===== src/rtl/motor_pkg.sv =====
// motor_pkg: ramp controller state encoding and default parameter values
package motor_pkg;
    typedef enum logic [1:0] {ST_RUN, ST_BRAKE, ST_DEAD} state_t;
    localparam int DEF_COUNTER_WIDTH   = 16;
    localparam int DEF_STEP            = 500;
    localparam int DEF_TICK_CYCLES     = 50000;
    localparam int DEF_DEADTIME_CYCLES = 100000;
endpackage


===== src/rtl/tick_gen.sv =====
// tick_gen: free-running prescaler, one-cycle tick on terminal count
module tick_gen import motor_pkg::*; #(
    parameter int TICK_CYCLES = DEF_TICK_CYCLES
) (
    input  logic clk,
    input  logic rst,
    output logic tick
);
    localparam int CW = (TICK_CYCLES > 1) ? $clog2(TICK_CYCLES) : 1;
    logic [CW-1:0] cnt_q, cnt_d;
    always_comb begin
        tick  = cnt_q == CW'(TICK_CYCLES - 1);
        cnt_d = tick ? '0 : cnt_q + 1'b1;
    end
    always_ff @(posedge clk) begin
        if (rst) cnt_q <= '0;
        else     cnt_q <= cnt_d;
    end
endmodule


===== src/rtl/motor_ramp_ctrl.sv =====
// motor_ramp_ctrl: ramped speed/direction control with brake and dead-time
module motor_ramp_ctrl import motor_pkg::*; #(
    parameter int COUNTER_WIDTH   = DEF_COUNTER_WIDTH,
    parameter int STEP            = DEF_STEP,
    parameter int TICK_CYCLES     = DEF_TICK_CYCLES,
    parameter int DEADTIME_CYCLES = DEF_DEADTIME_CYCLES
) (
    input  logic                     clk,
    input  logic                     rst,
    input  logic                     cmd_valid,
    input  logic                     cmd_dir,
    input  logic [COUNTER_WIDTH-1:0] cmd_speed,
    input  logic                     estop,
    output logic                     dir,
    output logic [COUNTER_WIDTH-1:0] speed,
    output logic                     reversing,
    output logic                     at_target
);
    localparam int W  = COUNTER_WIDTH;
    localparam int DW = (DEADTIME_CYCLES > 1) ? $clog2(DEADTIME_CYCLES) : 1;
    localparam logic [DW-1:0] DEAD_LOAD = DW'(DEADTIME_CYCLES - 1);

    state_t         state_q, state_d;
    logic [W-1:0]   speed_q, speed_d, tspeed_q, tspeed_d;
    logic           dir_q, dir_d, tdir_q, tdir_d;
    logic [DW-1:0]  dead_q, dead_d;
    logic           tick;

    tick_gen #(.TICK_CYCLES(TICK_CYCLES)) u_tick (.clk(clk), .rst(rst), .tick(tick));

    // one bit of headroom so neither the add nor the subtract can wrap
    function automatic logic [W-1:0] ramp(input logic [W-1:0] cur, input logic [W-1:0] tgt);
        logic [W:0] up, dn;
        up = {1'b0, cur} + (W+1)'(STEP);
        dn = {1'b0, cur} - (W+1)'(STEP);
        return (cur < tgt) ? ((up > {1'b0, tgt}) ? tgt : up[W-1:0])
                           : ((dn[W] || dn[W-1:0] < tgt) ? tgt : dn[W-1:0]);
    endfunction

    always_comb begin
        state_d  = state_q;
        speed_d  = speed_q;
        dir_d    = dir_q;
        tspeed_d = tspeed_q;
        tdir_d   = tdir_q;
        dead_d   = dead_q;
        if (estop) begin
            speed_d  = '0;
            tspeed_d = '0;
            state_d  = ST_DEAD;
            dead_d   = DEAD_LOAD;
        end else begin
            if (cmd_valid) begin
                tspeed_d = cmd_speed;
                tdir_d   = (cmd_speed != '0) ? cmd_dir : tdir_q;
            end
            case (state_q)
                ST_RUN: begin
                    if (tdir_q != dir_q) state_d = ST_BRAKE;
                    else if (tick)       speed_d = ramp(speed_q, tspeed_q);
                end
                ST_BRAKE: begin
                    if (tdir_q == dir_q) begin
                        state_d = ST_RUN;
                        speed_d = tick ? ramp(speed_q, tspeed_q) : speed_q;
                    end else if (speed_q == '0) begin
                        state_d = ST_DEAD;
                        dead_d  = DEAD_LOAD;
                    end else if (tick) begin
                        speed_d = ramp(speed_q, '0);
                    end
                end
                ST_DEAD: begin
                    if (dead_q == '0) begin
                        dir_d   = tdir_q;
                        state_d = ST_RUN;
                    end else begin
                        dead_d = dead_q - 1'b1;
                    end
                end
                default: state_d = ST_RUN;
            endcase
        end
    end

    always_ff @(posedge clk) begin
        if (rst) begin
            state_q  <= ST_RUN;
            speed_q  <= '0;
            dir_q    <= 1'b0;
            tspeed_q <= '0;
            tdir_q   <= 1'b0;
            dead_q   <= '0;
        end else begin
            state_q  <= state_d;
            speed_q  <= speed_d;
            dir_q    <= dir_d;
            tspeed_q <= tspeed_d;
            tdir_q   <= tdir_d;
            dead_q   <= dead_d;
        end
    end

    assign dir       = dir_q;
    assign speed     = speed_q;
    assign reversing = state_q != ST_RUN;
    assign at_target = (state_q == ST_RUN) && (speed_q == tspeed_q);
endmodule


===== config.mk =====
export PLATFORM = sky130hd
export DESIGN_NAME = motor_ramp_ctrl
export DESIGN_NICKNAME = d
export VERILOG_FILES = /design/src/rtl/motor_pkg.sv /design/src/rtl/tick_gen.sv /design/src/rtl/motor_ramp_ctrl.sv
export SDC_FILE = /design/constraint.sdc
export NUM_CORES = 1
export LEC_CHECK = 0
export ABC_AREA = 0
export CAP_MARGIN = 20
export CORE_UTILIZATION = 44
export CTS_CLUSTER_DIAMETER = 30
export DETAILED_ROUTE_END_ITERATION = 10
export GPL_TIMING_DRIVEN = 1
export HOLD_SLACK_MARGIN = 0.15
export SETUP_SLACK_MARGIN = 0.5
export SYNTH_ARGS = -nofsm -noshare
export SYNTH_HDL_FRONTEND = slang
export SYNTH_SLANG_ARGS = --single-unit

===== constraint.sdc =====
create_clock -name clk -period 8.2 [get_ports clk]
set_clock_uncertainty 0.15 [all_clocks]
set_input_delay 0.82 -clock clk [delete_from_list [all_inputs] [get_ports clk]]
set_output_delay 0.82 -clock clk [all_outputs]
set_load 0.02 [all_outputs]

Word-level counts from Yosys, hierarchy flattened
Cells that the tools add are included. W data, S select, Z words.

Bits of input ports: 21. Word-level logic and storage cells: 84. Register bits after elaboration: 69.

Equality and inequality tests: 21. Bitwise operators: 1. Mux-type cells: 23. Reductions and logical operators: 20. Order comparisons: 6. Add/sub/neg operators: 4.

Operators with widths (count): $mux W16 (11); $mux W17 (4); $pmux W17 S2 (1); $lt A16 B1 Y1 const B (2); $lt A16 B16 Y1 (2); $pmux W16 S2 (1); $ne A3 B3 Y1 const B (8); $add A16 B9 Y17 const B (1); $gt A17 B1 Y1 const B (1); $gt A17 B16 Y1 (1); $logic_not A17 Y1 (1); $sub A16 B9 Y17 const B (1); $sub A17 B1 Y17 const B (1); $add A16 B1 Y16 const B (1); $eq A16 B16 Y1 (1); $eq A16 B16 Y1 const B (1); $logic_not A16 Y1 (1); $reduce_bool A16 Y1 (1); $ne A2 B2 Y1 const B (6); $reduce_and A3 Y1 (4); $reduce_and A4 Y1 (3); $mux W2 (5); $pmux W2 S3 (1); $reduce_bool A2 Y1 (3); other kinds (11) (13).

Depth between registers and ports, before layout
Depth in word-level cells: 9. Gate-level depth with buffers: 16. Gate-level depth less buffers: 14.

Hierarchy
A second synthesis with hierarchy kept.

Cells, all modules: 642. Area, all modules: 5170.0 um^2.

Modules (own cells, without submodules): motor_ramp_ctrl (cells an instance 561, times used 1, area an instance 4459.3 um^2, sequential area each 1061.0 um^2); tick_gen (cells an instance 81, times used 1, area an instance 710.7 um^2, sequential area each 320.3 um^2).

Least setup slack after synthesis
No wires, ideal clock.

Kind: register to register. Start: register speed_q[10] (netlist: speed[10]). End: register speed_q[5] (netlist: speed[5]). Required time: 7963 ps. Path buffers: 1. Arrival: 4149 ps. Clock period less this slack: 4386 ps. Stages on the path, launching flop included: 13. Setup slack: 3814 ps. Path through: dfxtp_1 > clkbuf_1 > or3_2 > or4b_2 > xnor2_1 > ha_1 > a211oi_1 > nand2_1 > a2111oi_0 > a211oi_1 > a2111o_1 > a211o_1 > o31ai_1.

Word-level cells in the longest chain between the ends: 9. Elaborated cells on any way between the ends: 25. Classes of those cells: add/sub (2); order compare (6); eq/ne (1); mux (12); reduce/logical (4).

RTL lines: start: declaration (line motor_ramp_ctrl.sv:24) `logic [W-1:0] speed_q, speed_d, tspeed_q, tspeed_d;`; start signal: assignment (line motor_ramp_ctrl.sv:96) `speed_q <= speed_d;`; $sub A16 B9 Y17 (line motor_ramp_ctrl.sv:35) `dn = {1'b0, cur} - (W+1)'(STEP);`; $lt A16 B1 Y1 (line motor_ramp_ctrl.sv:37) `: ((dn[W] || dn[W-1:0] < tgt) ? tgt : dn[W-1:0]);`; $logic_or A1 B1 Y1 (line motor_ramp_ctrl.sv:37); $mux W16 (line motor_ramp_ctrl.sv:37); $mux W16 (line motor_ramp_ctrl.sv:36) `return (cur < tgt) ? ((up > {1'b0, tgt}) ? tgt : up[W-1:0])`; $mux W16 (line motor_ramp_ctrl.sv:69) `end else if (tick) begin`; $mux W16 (line motor_ramp_ctrl.sv:66) `end else if (speed_q == '0) begin`; $mux W16 (line motor_ramp_ctrl.sv:63) `if (tdir_q == dir_q) begin`; $pmux W16 S2 (line motor_ramp_ctrl.sv:57) `case (state_q)`.

Parallel ways exist; a longest one is shown, timed or not. The select of a mux whose other input is x is not followed. A chain may end at the register's enable or synchronous reset.

Final worst setup path
Start: register speed_q[9] (netlist: speed[9]). End: register speed_q[0] (netlist: speed[0]).

Same word-level chain as after synthesis.

==> run_results.csv <==
group,metric,value,unit
outcome,status,"finished, violations left",
outcome,violations,"DRC",
final_layout,final_common_cell,"nor2_1",
power_and_ir_drop,power_density,144,nW/µm²
sta,rsz0062_at_grt,"false",
synth,ys.flop_type,"dfxtp_1",
routing,wl_per_cell,19.3,µm
synth,syn_area_per_cell,8.12,µm²
synth,async_flop_share,0,%
grt,grt_pass1_wl,25300,µm
sta,period_needed,4830,ps
routing,routed-via-count,5103,
final_layout,fin_cells,821,
final_layout,ff_latch_area,1380,µm²
worst_setup_path,cp_data_arrival_time,4940,ps
floorplan,start_util,45.7,%
placement,port_buffers,39,
worst_setup_path,endpoint_kind,"flip-flop",
grt,antenna_found_initial,0,
routing,drt-total-wl,15800,µm
routing,drt-vias-per-instance,6.22,
final_layout,nFillCells,1127,
power_and_ir_drop,leakage,0.00224,µW
sta,maxSlewViolCount,0,
placement,hpwl,12100,µm
synth,ys_types,76,
sta,holdWs,307,ps
sta,fin_crit_sh,58.9,%
routing,drc,4,
synth,syn_inst,654,
placement,post-place-cells,805,
cts,clk_pin_slew,60,ps
final_layout,synthToLayoutAreaGrowth,12.9,%
final_layout,layout.nets,743,
worst_setup_path,r2r_slack,3370,ps
power_and_ir_drop,comb_power_share,13.6,%
cts,holdBufCountCts,0,
power_and_ir_drop,power.share.clock,45.3,%
cts,cts_max_level,3,
grt,grt_max_degree,26,
synth,ys_warn_count,0,
placement,gp_congestion,0.983,
hold_path,hp-class,"flip-flop to flip-flop",
synth,synth_edf_count,0,
power_and_ir_drop,power.internal,631,µW
cts,cts_setup_buffers,0,
worst_setup_path,required,8310,ps
final_layout,n_antenna_cell,0,
floorplan,fp.dieH,112,µm
routing,first_pass_iters,10,
worst_setup_path,cp_max_fo,14,
final_layout,mostFrequentLayoutCells,"74 x nor2_1, 69 x dfxtp_1, 67 x nand2_1",
sta,worst-slew-pin-transition,1170,ps
worst_setup_path,crit_type,"flip-flop to flip-flop",
floorplan,core-area,11600,µm²
routing,antenna_left,0,
synth,syn_area,5310,µm²
sta,max_clock_freq,0.207,GHz
worst_setup_path,critPathLaunchType,"flip-flop",
sta,slew_headroom,22.0,%
cts,clock_latency,340,ps
cts,cts_resized,0,
floorplan,die-area,12500,µm²
sta,hold_viol,0,
synth,ys_ff_latch,69,
power_and_ir_drop,switching_share,26.7,%
grt,grt.total_usage,26.1,%
cts,cts-buffers-inserted,9,
cts,cts.sinks,69,
grt,grt_pass1_vias,4732,
cts,cts_tree,"done",
power_and_ir_drop,switchingPower,230,µW
floorplan,ios,40,
job,max_cap_viol_count,0,
cts,clk_path_buf_depth,2,
floorplan,die_x,112,µm
grt,overflow,0,
power_and_ir_drop,pwr-share-seq,41.2,%
power_and_ir_drop,peakVddDrop,0.113,mV
routing,initialDrtViolationCount,430,
final_layout,multi_input_area,3630,µm²
floorplan,row_count,39,
final_layout,layout-drive-gt1-share,6.19,%
cts,clockRootBuffer,"clkbuf_16",
synth,synthesis.nets,723,
sta,finalSetupTns,0,ps
sta,finalSetupViolations,0,
synth,seq_area_frac_synth,26.0,%
[metrics by stage]
step                      area (µm²)  power (µW)  util [%]  setup slack [ps]
after floorplan                 5310         436         -              3810
after detailed placement        5690         475      49.0              3270
after global routing            6000         893      51.6              3030
after global placement          5690         473      49.0              3460
after CTS                       5990         863      51.5              3200
final                           6000         861      51.6              3370
[Yosys cell counts (4+ instances only)]
cell,instances,share of area [%]
a311oi_1,6,0.99
dfxtp_1,69,26
nand2b_1,6,0.71
a21oi_1,42,4.0
mux2i_1,19,3.6
xnor2_1,25,4.1
and3_1,7,0.82
xor2_1,21,3.5
nor4b_1,4,0.66
nor4_1,8,0.94
nor2_1,74,5.2
a211o_1,4,0.66
ha_1,48,11
nor3_1,20,1.9
and2_1,5,0.59
a211oi_1,15,2.1
nand4_1,8,0.94
or3_1,8,0.94
clkbuf_1,18,1.3
nand3_1,14,1.3
o211ai_1,10,1.4
nand2_1,67,4.7
inv_1,27,1.9
buf_4,4,0.57
o221ai_1,4,0.66
o31ai_1,10,1.4
a2111oi_0,5,0.82
o21ai_0,22,2.1
buf_6,7,1.5
[sequential cells by signal, indices dropped and copies added (netlist names)]
signal and flops:
tspeed_q 16, u_tick.cnt_q 16, state_q 2, dead_q 17
dir 1, speed 16, tdir_q 1
[critical path, cell delays in order, from the launching register on]
cell and delay, ps:
dfxtp_1 460, or3_2 630, or4b_2 650, xnor2_1 300, ha_1 310, a211oi_1 220, nand2_1 90, o311ai_0 810
a21o_1 440, nor2_1 130, nor3_1 340, mux2i_1 230
[final cells by class]
class	count	share of cell area [%]
repair buffers	41	6.84
clock buffers	11	4.05
multi-input cells	526	60.6
well taps	143	2.98
flip-flops and latches	69	23.0
clock inverters	4	0.814
inverters	27	1.69
[cells by family after synthesis]
kind of cell / Yosys count / share of synthesized area (%)
adder cells (fa/ha/maj): 48 / 11.3
AO/OA/AOI/OAI: 158 / 21.5
XOR/XNOR: 46 / 7.59
buffers and inverters: 59 / 5.56
AND/OR/NAND/NOR: 253 / 24.1
flip-flops: 69 / 26.0
multiplexers: 21 / 4.00
[per-layer routing]
layer,track usage (%),vias up,wire (µm)
li1,-,2449,-
met1,37.0,2391,7100
met2,38.6,228,6840
met3,5.82,35,1610
met4,9.10,0,301
met5,0,-,0
[power by group through the flow]
stage          clock, µW  sequential, µW  combinational [µW]
2_1_floorplan          0             358                77.5
6_report             390             354                 117
4_1_cts              394             354                 115
3_3_place_gp           0             361                 112
3_5_place_dp           0             362                 114
5_1_grt              410             356                 127
[worst paths after layout]
path,from,to,cells after the start
worst max register to register,speed[9]$_SDFFE_PP0P_,speed[0]$_SDFFE_PP0P_,11
worst min register to register,u_tick.cnt_q[0]$_SDFF_PP0_,u_tick.cnt_q[0]$_SDFF_PP0_,1
worst min-delay path,u_tick.cnt_q[0]$_SDFF_PP0_,u_tick.cnt_q[0]$_SDFF_PP0_,1
worst max-delay path,speed[9]$_SDFFE_PP0P_,speed[0]$_SDFFE_PP0P_,11
Note: power is estimated with default switching activity, not from simulation.
